<file path="src/rtl/event_handshake_tx.sv">
// Transmit side of a four-phase req/ack event handshake.
// Local event pulses are queued in a saturating counter; one req cycle per event.
module event_handshake_tx #(
    parameter int unsigned CNT_W       = 4,
    parameter int unsigned SYNC_STAGES = 2
) (
    input  logic             clk,
    input  logic             reset,
    input  logic             event_in,
    input  logic             ack_in,
    input  logic             clear_overflow,
    output logic             req_out,
    output logic             busy,
    output logic [CNT_W-1:0] pending,
    output logic             overflow
);

    localparam logic [CNT_W-1:0] PEND_MAX  = '1;
    localparam logic [CNT_W-1:0] PEND_ZERO = '0;
    localparam logic [CNT_W-1:0] PEND_ONE  = CNT_W'(1);

    typedef enum logic [1:0] {
        ST_IDLE   = 2'd0,
        ST_REQ_HI = 2'd1,
        ST_REQ_LO = 2'd2
    } state_e;

    state_e                 state_q, state_d;
    logic                   req_q, req_d;
    logic [CNT_W-1:0]       pending_q, pending_d;
    logic                   overflow_q, overflow_d;
    logic [SYNC_STAGES-1:0] ack_sync_q, ack_sync_d;
    logic                   ack_sync;
    logic                   dequeue;
    logic                   ovf_set;

    assign ack_sync = ack_sync_q[SYNC_STAGES-1];

    // Shift ack_in through the synchronizer chain
    always_comb begin
        ack_sync_d = {ack_sync_q[SYNC_STAGES-2:0], ack_in};
    end

    // Handshake FSM: launch on pending, wait ack high, then wait ack low
    always_comb begin
        state_d = state_q;
        req_d   = req_q;
        dequeue = 1'b0;
        unique case (state_q)
            ST_IDLE: begin
                if (pending_q != PEND_ZERO) begin
                    state_d = ST_REQ_HI;
                    req_d   = 1'b1;
                    dequeue = 1'b1;
                end
            end
            ST_REQ_HI: begin
                if (ack_sync) begin
                    state_d = ST_REQ_LO;
                    req_d   = 1'b0;
                end
            end
            ST_REQ_LO: begin
                if (!ack_sync) begin
                    state_d = ST_IDLE;
                end
            end
            default: begin
                state_d = ST_IDLE;
                req_d   = 1'b0;
            end
        endcase
    end

    // Pending counter: simultaneous inc/dec cancels; inc at max drops the event
    always_comb begin
        pending_d = pending_q;
        ovf_set   = 1'b0;
        if (event_in && !dequeue) begin
            if (pending_q == PEND_MAX) begin
                ovf_set = 1'b1;
            end else begin
                pending_d = pending_q + PEND_ONE;
            end
        end else if (dequeue && !event_in) begin
            pending_d = pending_q - PEND_ONE;
        end
    end

    // Sticky overflow; a new drop wins over a same-cycle clear
    always_comb begin
        overflow_d = overflow_q;
        if (ovf_set) begin
            overflow_d = 1'b1;
        end else if (clear_overflow) begin
            overflow_d = 1'b0;
        end
    end

    // State registers with asynchronous active-low reset
    always_ff @(posedge clk or negedge reset) begin
        if (!reset) begin
            state_q    <= ST_IDLE;
            req_q      <= 1'b0;
            pending_q  <= '0;
            overflow_q <= 1'b0;
            ack_sync_q <= '0;
        end else begin
            state_q    <= state_d;
            req_q      <= req_d;
            pending_q  <= pending_d;
            overflow_q <= overflow_d;
            ack_sync_q <= ack_sync_d;
        end
    end

    assign req_out  = req_q;
    assign pending  = pending_q;
    assign overflow = overflow_q;
    // Busy reflects current state directly, no extra register stage
    assign busy     = (state_q != ST_IDLE) || (pending_q != PEND_ZERO);

endmodule

</file>
<file path="config.mk">
export PLATFORM = sky130hd
export DESIGN_NAME = event_handshake_tx
export DESIGN_NICKNAME = d
export VERILOG_FILES = /design/src/rtl/event_handshake_tx.sv
export SDC_FILE = /design/constraint.sdc
export NUM_CORES = 1
export LEC_CHECK = 0
export ABC_AREA = 1
export CAP_MARGIN = 20
export CORE_MARGIN = 2
export CORE_UTILIZATION = 40
export DETAILED_ROUTE_END_ITERATION = 12
export PLACE_DENSITY = 0.71
export SLEW_MARGIN = 20
export SYNTH_ARGS = -nofsm -noshare
export SYNTH_HDL_FRONTEND = slang
export SYNTH_SLANG_ARGS = --single-unit
</file>
<file path="constraint.sdc">
create_clock -name clk -period 1.7 [get_ports clk]
set_clock_uncertainty 0.15 [all_clocks]
set_input_delay 0.34 -clock clk [delete_from_list [all_inputs] [get_ports clk]]
set_output_delay 0.34 -clock clk [all_outputs]
set_load 0.01 [all_outputs]
</file>
==> impl_metrics.env <==
export IMPL_status="finished, violations left"
export IMPL_violations="negative setup slack"
export IMPL_fillers=97
export IMPL_cap_violations=0
export IMPL_end_kind="flop"
export IMPL_hold_path_class="reg -> reg"
export IMPL_synth_main_ff_cell="dfrtp_1"
export IMPL_drive_gt1_share_pct=51.1
export IMPL_synth_seq_cells=10
export IMPL_ys_top_cells_by_area="dfrtp_1 47%, nand2_1 7.0%, inv_1 5.6%"
export IMPL_gp_congestion=0.738
export IMPL_start_util_pct=42.2
export IMPL_clockBufferDepth=2
export IMPL_worst_pin_slew_ns=0.460
export IMPL_drt_iter0_drc=9
export IMPL_setup_viol=4
export IMPL_clkTransAtPathRegs_ns=0.07
export IMPL_ys_warn_count=0
export IMPL_vias=500
export IMPL_wl_per_cell_microns=12.7
export IMPL_gr_total_overflow=0
export IMPL_synthCells=58
export IMPL_clkSinkCount=10
export IMPL_drt_pass1_iterations=2
export IMPL_ys_seq_area_share_pct=46.7
export IMPL_r2r_start="pending[0]$_DFFE_PN0P_"
export IMPL_diodes=0
export IMPL_grt_pass1_wl_mm=2.17
export IMPL_total_power_mw=1.90
export IMPL_die_w_microns=40.6
export IMPL_power_density_nw_per_um2=2090
export IMPL_synth_top_cell_by_area="dfrtp_1"
export IMPL_power_leakage_nw=0.412
export IMPL_avgSynthCellArea_sq_um=9.23
export IMPL_drc=0
export IMPL_cp_start_kind="flop"
export IMPL_globalRouteTotalUtil_pct=21.1
export IMPL_cts_tree="built"
export IMPL_grt_pass1_vias=520
export IMPL_slew_limit_headroom_pct=69.2
export IMPL_synth_commonest_cells="10 x dfrtp_1, 10 x nand2_1, 8 x inv_1"
export IMPL_cts_root_buf="clkbuf_4"
export IMPL_core_sq_um=1270
export IMPL_async_reset_ff_share_pct=100
export IMPL_crit_arrival_ns=1.85
export IMPL_io_pins=12
export IMPL_slowest_delay_ns=0.43
export IMPL_tns_ns=-0.374
export IMPL_grt_antenna_before_repair=0
export IMPL_hold_viol_final=0
export IMPL_crit_type="reg -> reg"
export IMPL_drv_slew=0
export IMPL_crit_start="pending[0]$_DFFE_PN0P_"
export IMPL_htree_num_levels=1
export IMPL_ys_types=20
export IMPL_dieHeight_microns=40.6
export IMPL_rows=13
export IMPL_hpwl_microns=914
export IMPL_path_cells="nor2_4 > nand2_2 > nand2_4 > nand2_4 > ha_4 > nand2_2 > nand2_2 > nor2_4 > inv_2 > nand2_2 > nand3_2 > nand2_1 > nand2_1"
export IMPL_synth_edf_count=0
export IMPL_wirelength_mm=1.31
export IMPL_die_area_sq_um=1650
export IMPL_setup_ws_ns=-0.144
export IMPL_hold_buffers=0
export IMPL_cp_required_ns=1.70
export IMPL_r2r_slack_ns=-0.14
export IMPL_synth_area_sq_um=536
export IMPL_finalCriticalPeriod_ns=1.84
export IMPL_vias_per_cell=4.85
export IMPL_crit_slowest_cell="dfrtp_2"
export IMPL_yosysTopAreaCellShare_pct=46.7
export IMPL_worstHoldStart="ack_sync_q[0]$_DFF_PN0_"
export IMPL_antenna_left=0
export IMPL_synth_nets=66
export IMPL_rsz0062_at_grt="true"
export IMPL_vdd_drop_max_v=0.00113
export IMPL_port_buffer_count=11
export IMPL_nNetsFinal=97
export IMPL_timing_final_crit_share_pct=108
export IMPL_max_freq_ghz=0.542
export IMPL_cpMostUsedCell="nand2_2"
export IMPL_grt_max_degree=11
export IMPL_synthToLayoutAreaGrowth_pct=69.6
export IMPL_clk_latency_ns=0.26
export IMPL_numCtsBuffers=3
export IMPL_path_max_fanout=3
power by group:
group,leakage [nW],internal [mW],switching (mW),total [mW]
clock,0.0210,0.130,0.0833,0.213
combinational,0.273,0.630,0.633,1.26
sequential,0.118,0.339,0.0845,0.423
total,0.412,1.10,0.801,1.90
what timing repair did:
item,in CTS,in global routing
pin swaps,10,2
endpoints found under the setup margin,7,4
gates resized for setup,21,4
setup buffers,5,1
sequential cells by signal (all words and copies together) (netlist names):
signal and flops:
overflow 1, ack_sync_q 2, pending 4, state_q 2, req_out 1
placed cells by master, fill, tap and decap left out, drive strengths merged, types with 2 or more instances in the layout:
cell	instances
buf	16
clkbuf	4
clkdlybuf4s50	6
dfrtp	10
dlygate4sd2	4
ha	2
inv	8
nand2	14
nand3	4
nand4	2
nor2	7
o21ai	3
path summary, 6_finish.rpt:
| kind | end | cells past startpoint |
|---|---|---|
| hold reg to reg | ack_sync_q[1]$_DFF_PN0_ | 0 |
| setup reg to reg | pending[3]$_DFFE_PN0P_ | 13 |
| setup / recovery | pending[3]$_DFFE_PN0P_ | 13 |
| max in group asynchronous | pending[2]$_DFFE_PN0P_ | 1 |
| hold / removal | ack_sync_q[1]$_DFF_PN0_ | 0 |
| min in group asynchronous | req_out$_DFFE_PN0P_ | 1 |
cell families after synthesis:
group | Yosys count | share of synthesized area, %
and+or+nand+nor | 29 | 29.7
DFF | 10 | 46.7
buffers and inverters | 8 | 5.61
AOI/OAI and AO/OA | 6 | 6.31
adders and majority gates | 3 | 8.41
xor gates and xnor gates | 2 | 3.27
through the flow:
stage          area, sq um  std cells  worst slack [ns]  util, %  hold slack [ns]
5_1_grt                908        103            -0.227     71.6            0.232
3_5_place_dp           771         93            -0.351     60.7            0.193
2_1_floorplan          574         58            -0.101        -           -0.106
3_3_place_gp           771         93            -0.311     60.7            0.185
4_1_cts                877        102            -0.123     69.1            0.209
6_report               908        103            -0.144     71.6            0.208
metal layers:
metal	part of all wire [%]	vias to the layer above	global-route usage [%]
met3	1.8	4	3.33
met5	0	-	0
met1	40	241	25.3
met4	1.9	0	11.7
li1	-	247	-
met2	56	8	35.3
area by class of cell:
cell class	instances	area [sq um]	area share, %
sequential	10	254	28.0
tap	15	18.8	2.07
multi-input combinational	40	350	38.6
inverter	8	30.0	3.31
clock buffer	4	36.3	3.99
timing repair buffer	26	219	24.1
worst max-delay path: cells and delay by family, from the launching register on:
| kind | cells | cell delay [ns] |
|---|---|---|
| AND/OR/NAND/NOR | 11 | 0.88 |
| flip-flops | 1 | 0.43 |
| adder cells (fa/ha/maj) | 1 | 0.24 |
| buffers and inverters | 1 | 0.04 |
Note: power is estimated with default switching activity, not from simulation.
